$ cat src/rtl/pipelined_cla_adder.sv
// pipelined_cla_adder: streaming adder/subtractor built from GROUP-bit
// carry-lookahead blocks, one register stage per group. The carry moves one
// group per clock. Operand skew and sum deskew registers travel alongside it,
// so a finished result leaves as one aligned beat. The whole pipe advances
// together under a single valid/ready handshake.
// Optional build macro: CLA_SAT_EN (saturate sum on signed overflow).

// One lookahead group: a flat sum-of-products carry for every bit position.
module cla_group #(
  parameter int GROUP = 4
) (
  input  logic [GROUP-1:0] a,
  input  logic [GROUP-1:0] b,
  input  logic             ci,
  output logic [GROUP-1:0] s,
  output logic             co
);
  logic [GROUP-1:0] g, p;
  logic [GROUP:0]   c;
  logic             t, acc;

  // Each carry is expanded directly from g/p/ci and does not ripple.
  always_comb begin
    g   = a & b;
    p   = a ^ b;
    c   = '0;
    t   = 1'b0;
    acc = 1'b0;
    c[0] = ci;
    for (int i = 0; i < GROUP; i++) begin
      t = ci;
      for (int j = 0; j <= i; j++) t = t & p[j];
      acc = t;
      for (int j = 0; j <= i; j++) begin
        t = g[j];
        for (int m = j + 1; m <= i; m++) t = t & p[m];
        acc = acc | t;
      end
      c[i+1] = acc;
    end
    s  = p ^ c[GROUP-1:0];
    co = c[GROUP];
  end
endmodule

module pipelined_cla_adder #(
  parameter int WIDTH = 16,
  parameter int GROUP = 4
) (
  input  logic             clk,
  input  logic             rst,
  input  logic             in_valid,
  output logic             in_ready,
  input  logic [WIDTH-1:0] a,
  input  logic [WIDTH-1:0] b,
  input  logic             cin,
  input  logic             sub,
  output logic             out_valid,
  input  logic             out_ready,
  output logic [WIDTH-1:0] sum,
  output logic             cout,
  output logic             ovf
);
  localparam int STAGES = WIDTH / GROUP;

  logic                        adv;
  logic [STAGES:0]             vld_pipe;
  logic [WIDTH-1:0]            a_q   [STAGES];
  logic [WIDTH-1:0]            b_q   [STAGES];
  logic [WIDTH-1:0]            s_q   [STAGES];
  logic [WIDTH-1:0]            snx   [STAGES];
  logic [STAGES-1:0]           c_q;
  logic [STAGES-1:0]           gco;
  logic [STAGES-1:0][GROUP-1:0] gs;
  logic [WIDTH-1:0]            raw, sum_nx;
  logic                        cmsb, ovf_nx;

  // A stalled output freezes the entire pipe. Bubbles are never squeezed out.
  assign adv       = !out_valid || out_ready;
  assign in_ready  = adv;
  assign out_valid = vld_pipe[STAGES];

  // Stage k resolves group k of the operands it holds.
  for (genvar k = 0; k < STAGES; k++) begin : g_stage
    cla_group #(.GROUP(GROUP)) u_cla (
      .a  (a_q[k][GROUP*k +: GROUP]),
      .b  (b_q[k][GROUP*k +: GROUP]),
      .ci (c_q[k]),
      .s  (gs[k]),
      .co (gco[k])
    );
  end

  // Merge each stage's fresh group into the sum bits resolved so far.
  always_comb begin
    for (int k = 0; k < STAGES; k++) begin
      snx[k] = s_q[k];
      snx[k][GROUP*k +: GROUP] = gs[k];
    end
  end

  // Final stage: overflow, and optional saturation of the result.
  // carry into MSB = p ^ s at the MSB, where p = a ^ b.
  always_comb begin
    raw    = snx[STAGES-1];
    cmsb   = a_q[STAGES-1][WIDTH-1] ^ b_q[STAGES-1][WIDTH-1] ^ raw[WIDTH-1];
    ovf_nx = gco[STAGES-1] ^ cmsb;
    sum_nx = raw;
`ifdef CLA_SAT_EN
    // A wrapped MSB of 1 means the true result is positive, and 0 means negative.
    if (ovf_nx) sum_nx = {~raw[WIDTH-1], {(WIDTH-1){raw[WIDTH-1]}}};
`endif
  end

  // Pipe registers shift one stage on every advance. Entry inverts B for subtract.
  always_ff @(posedge clk or posedge rst) begin
    if (rst) begin
      vld_pipe <= '0;
      c_q      <= '0;
      for (int k = 0; k < STAGES; k++) begin
        a_q[k] <= '0;
        b_q[k] <= '0;
        s_q[k] <= '0;
      end
      sum  <= '0;
      cout <= 1'b0;
      ovf  <= 1'b0;
    end else if (adv) begin
      vld_pipe <= {vld_pipe[STAGES-1:0], in_valid};
      a_q[0]   <= a;
      b_q[0]   <= sub ? ~b : b;
      c_q[0]   <= sub | cin;
      s_q[0]   <= '0;
      for (int k = 1; k < STAGES; k++) begin
        a_q[k] <= a_q[k-1];
        b_q[k] <= b_q[k-1];
        c_q[k] <= gco[k-1];
        s_q[k] <= snx[k-1];
      end
      sum  <= sum_nx;
      cout <= gco[STAGES-1];
      ovf  <= ovf_nx;
    end
  end
endmodule

$ cat config.mk
export PLATFORM = sky130hd
export DESIGN_NAME = pipelined_cla_adder
export DESIGN_NICKNAME = d
export VERILOG_FILES = /design/src/rtl/pipelined_cla_adder.sv
export SDC_FILE = /design/constraint.sdc
export NUM_CORES = 1
export LEC_CHECK = 0
export ABC_AREA = 1
export BUFFER_PORTS_ARGS = -buffer_cell sky130_fd_sc_hd__buf_4
export CAP_MARGIN = 10
export CORE_AREA = 10 10 125 127
export CTS_BUF_LIST = sky130_fd_sc_hd__clkbuf_2
export CTS_CLUSTER_SIZE = 28
export DETAILED_ROUTE_END_ITERATION = 12
export DIE_AREA = 0 0 135 137
export HOLD_SLACK_MARGIN = 0.06
export PLACE_DENSITY_LB_ADDON = 0.2
export SETUP_SLACK_MARGIN = 0.5
export SLEW_MARGIN = 20
export SYNTH_ARGS = -nofsm -noshare
export SYNTH_HDL_FRONTEND = slang
export SYNTH_SLANG_ARGS = --single-unit
$ cat constraint.sdc
create_clock -name clk -period 10.6 [get_ports clk]
set_input_delay 1.06 -clock clk [delete_from_list [all_inputs] [get_ports clk]]
set_output_delay 1.06 -clock clk [all_outputs]
set_load 0.05 [all_outputs]
==> impl_results.md <==
* Initial core utilization at 43.1%
* Final setup viols at 0
* Reg2reg setup slack at 8.22 ns
* IO Port Bufs at 57
* Largest cells by area after synthesis: dfrtp_1, nand2_1, o21ai_0
* Pwr Total at 1.91 mW
* Fmax at 318 MHz
* Vias in the first global route at 4030
* Post-synth top area share at 58.2%
* Post-route minimum period at 3.14 ns
* Most common cell after layout, fill and taps aside: nand2_1
* Post-route antenna net violation count at 0
* Met1 Usage GRT at 14.7%
* Data arrival time of the worst path at 2.08 ns
* Final worst path period share at 29.7%
* Row cnt at 42
* Leading cell types in the layout, fill and taps excluded: nand2_1, dfrtp_1, buf_4
* Met2 usage at 19.5%
* Wire per inst at 12.3 µm
* Hold Crit Class: in2async
* Max FO, Critical Path at 35
* Yosys warning count at 0
* Final Hold Vio Count at 0
* Final HPWL DP at 6650 µm
* Reg-to-reg endpoint: sum[15]$_DFFE_PP0P_
* Post-synthesis register bit count at 131
* Async SR Flop Fraction at 100%
* Clk sinks at 131
* Post-CTS Resized at 0
* Worst slew pin tran at 1.06 ns
* DIE WIDTH at 135 µm
* GRT overflow at 0
* Residual DRC at 0
* Post-synth cell types at 21
* Vias/cell at 4.60
* TritonCTS buffer count at 17
* Syn_area_per_cell at 9.33 µm²
* Seq/Total Area, Yosys at 58.2%
* VDD IR-drop max at 0.0920 mV
* Pwr dens at 299 mW/mm²
* CTS Root Cell: clkbuf_2
* Max Root-Sink Buffers at 2
* Antenna violations before repair at 0
* EDFF count, synth at 0
* Relative slew slack at 29.2%
* Setup Fix Bufs, Post-CTS at 0
* Starting DRT DRC Count at 220
* Setup TNS at 0 ns
* LEAKAGE at 3.25 nW
* Final GP Congestion at 0.771
* Inserted Diodes at 0
* TritonCTS clock tree: yes
* Syn Nets at 666
* Max-cap viol count at 0
* Syn Std Cell Area at 0.00564 mm²
* CP Launch Type: primary input
* Outcome: finished, final reports clean
* I/O pins at 58
* Worst-Skew Late Latency at 0.66 ns
* Clk slew on worst S/H paths at 0.18 ns
* Post-CTS Hold Fix Bufs at 0
* Die Span Y at 137 µm
* Post-Syn Instances at 604
* Critical path endpoint category: output port
* Grt met3 use at 4.00%
* Most used routing layer: met2
* H-tree levels at 4
* Largest net degree at the start of global routing at 119
* Pins Over Slew Limit at 0
* First-pass GRT wire length at 18400 µm
* Critical Path RT at 9.54 ns
* Final-stage net count at 716
* Die ar. at 0.0185 mm²
* FF-to-FF path depth at 6
* Area of the core at 0.0131 mm²
* GRT Overall Usage at 12.1%
* Unrepaired setup endpoints after global routing: no
* Total number of vias at 3881
* Share of layout cells above drive strength 1 at 13.8%
* Area grow syn2layout at 13.4%
* Total wire length at 10400 µm
* Reg2reg start: vld_pipe[4]$_DFFE_PP0P_
* Crit path kind: in2out
* Dominant cell type by area after synthesis: dfrtp_1
* Setup Skew at 0.0187 ns
* 1st-pass router iterations at 4
* Ys flop type: dfrtp_1
synth_stat cells (5+ instances only):
library cell and count:
buf_2 8, buf_4 12, buf_6 5, clkbuf_1 5, dfrtp_1 131, ha_1 20
inv_1 35, nand2_1 257, nand3_1 6, nand3b_1 7, nor2_1 11, o21ai_0 53
o21ai_1 22, xnor2_1 19
cell families (layout without fill, tap and decap cells):
family / after synthesis / after routing / synth area share (%)
adder cells (fa/ha/maj): 24 / 24 / 5.86
flip-flops: 131 / 131 / 58.2
buffers and inverters: 66 / 129 / 6.04
AND/OR/NAND/NOR: 285 / 285 / 19.8
AO/OA/AOI/OAI: 78 / 78 / 6.97
XOR/XNOR: 20 / 20 / 3.11
worst max-delay path, cell delays in order:
cell	delay (ns)
buf_4	0.12
nor2_4	0.54
clkinv_2	0.13
buf_4	0.22
worst max path at each step:
stage / startpoint / end / slack, ns / depth (start not counted)
finish: out_ready / in_ready / 7.46 / 4
global route: vld_pipe[4]$_DFFE_PP0P_ / in_ready / 7.33 / 4
CTS: vld_pipe[4]$_DFFE_PP0P_ / in_ready / 7.43 / 4
detailed placement: out_ready / in_ready / 7.43 / 4
global placement: out_ready / in_ready / 7.46 / 4
floorplan: rst / a_q[12]$_DFFE_PP0P_ / 6.04 / 1
sequential cells by signal (all words and copies together), names as in the netlist:
register / count
c_q: 4
b_q: 40
a_q: 40
raw: 12
ovf: 1
sum: 16
s_q: 12
vld_pipe: 5
cout: 1
power breakdown:
part	total, mW	switching, mW	internal [mW]
clock	0.323	0.171	0.152
combinational	0.748	0.481	0.267
sequential	0.836	0.118	0.718
through the flow:
| step | worst slack, ns | hold WS (ns) | instances | util [%] | cell area (µm²) |
|---|---|---|---|---|---|
| after floorplan | 6.04 | 0.423 | 604 | - | 5640 |
| after global placement | 7.46 | 0.434 | 810 | 46.7 | 6100 |
| after detailed placement | 7.43 | 0.453 | 810 | 46.7 | 6100 |
| after CTS | 7.43 | 0.383 | 842 | 48.6 | 6360 |
| after global routing | 7.33 | 0.394 | 843 | 48.8 | 6390 |
| final | 7.46 | 0.442 | 843 | 48.8 | 6390 |
metal layers:
metal | vias up | part of all wire, %
li1 | 1998 | -
met1 | 1814 | 48
met2 | 52 | 46
met3 | 17 | 4.0
met4 | 0 | 1.8
met5 | - | 0
final cells by class:
class | instances | area (µm²)
fillers | 1276 | 6700
flip-flops and latches | 131 | 3280
multi-input cells | 407 | 2020
repair buffers | 61 | 474
well taps | 176 | 220
clock inverters | 13 | 165
inverters | 36 | 139
clock buffers | 19 | 95.1
No activity file was read; power rests on OpenSTA's default activity.
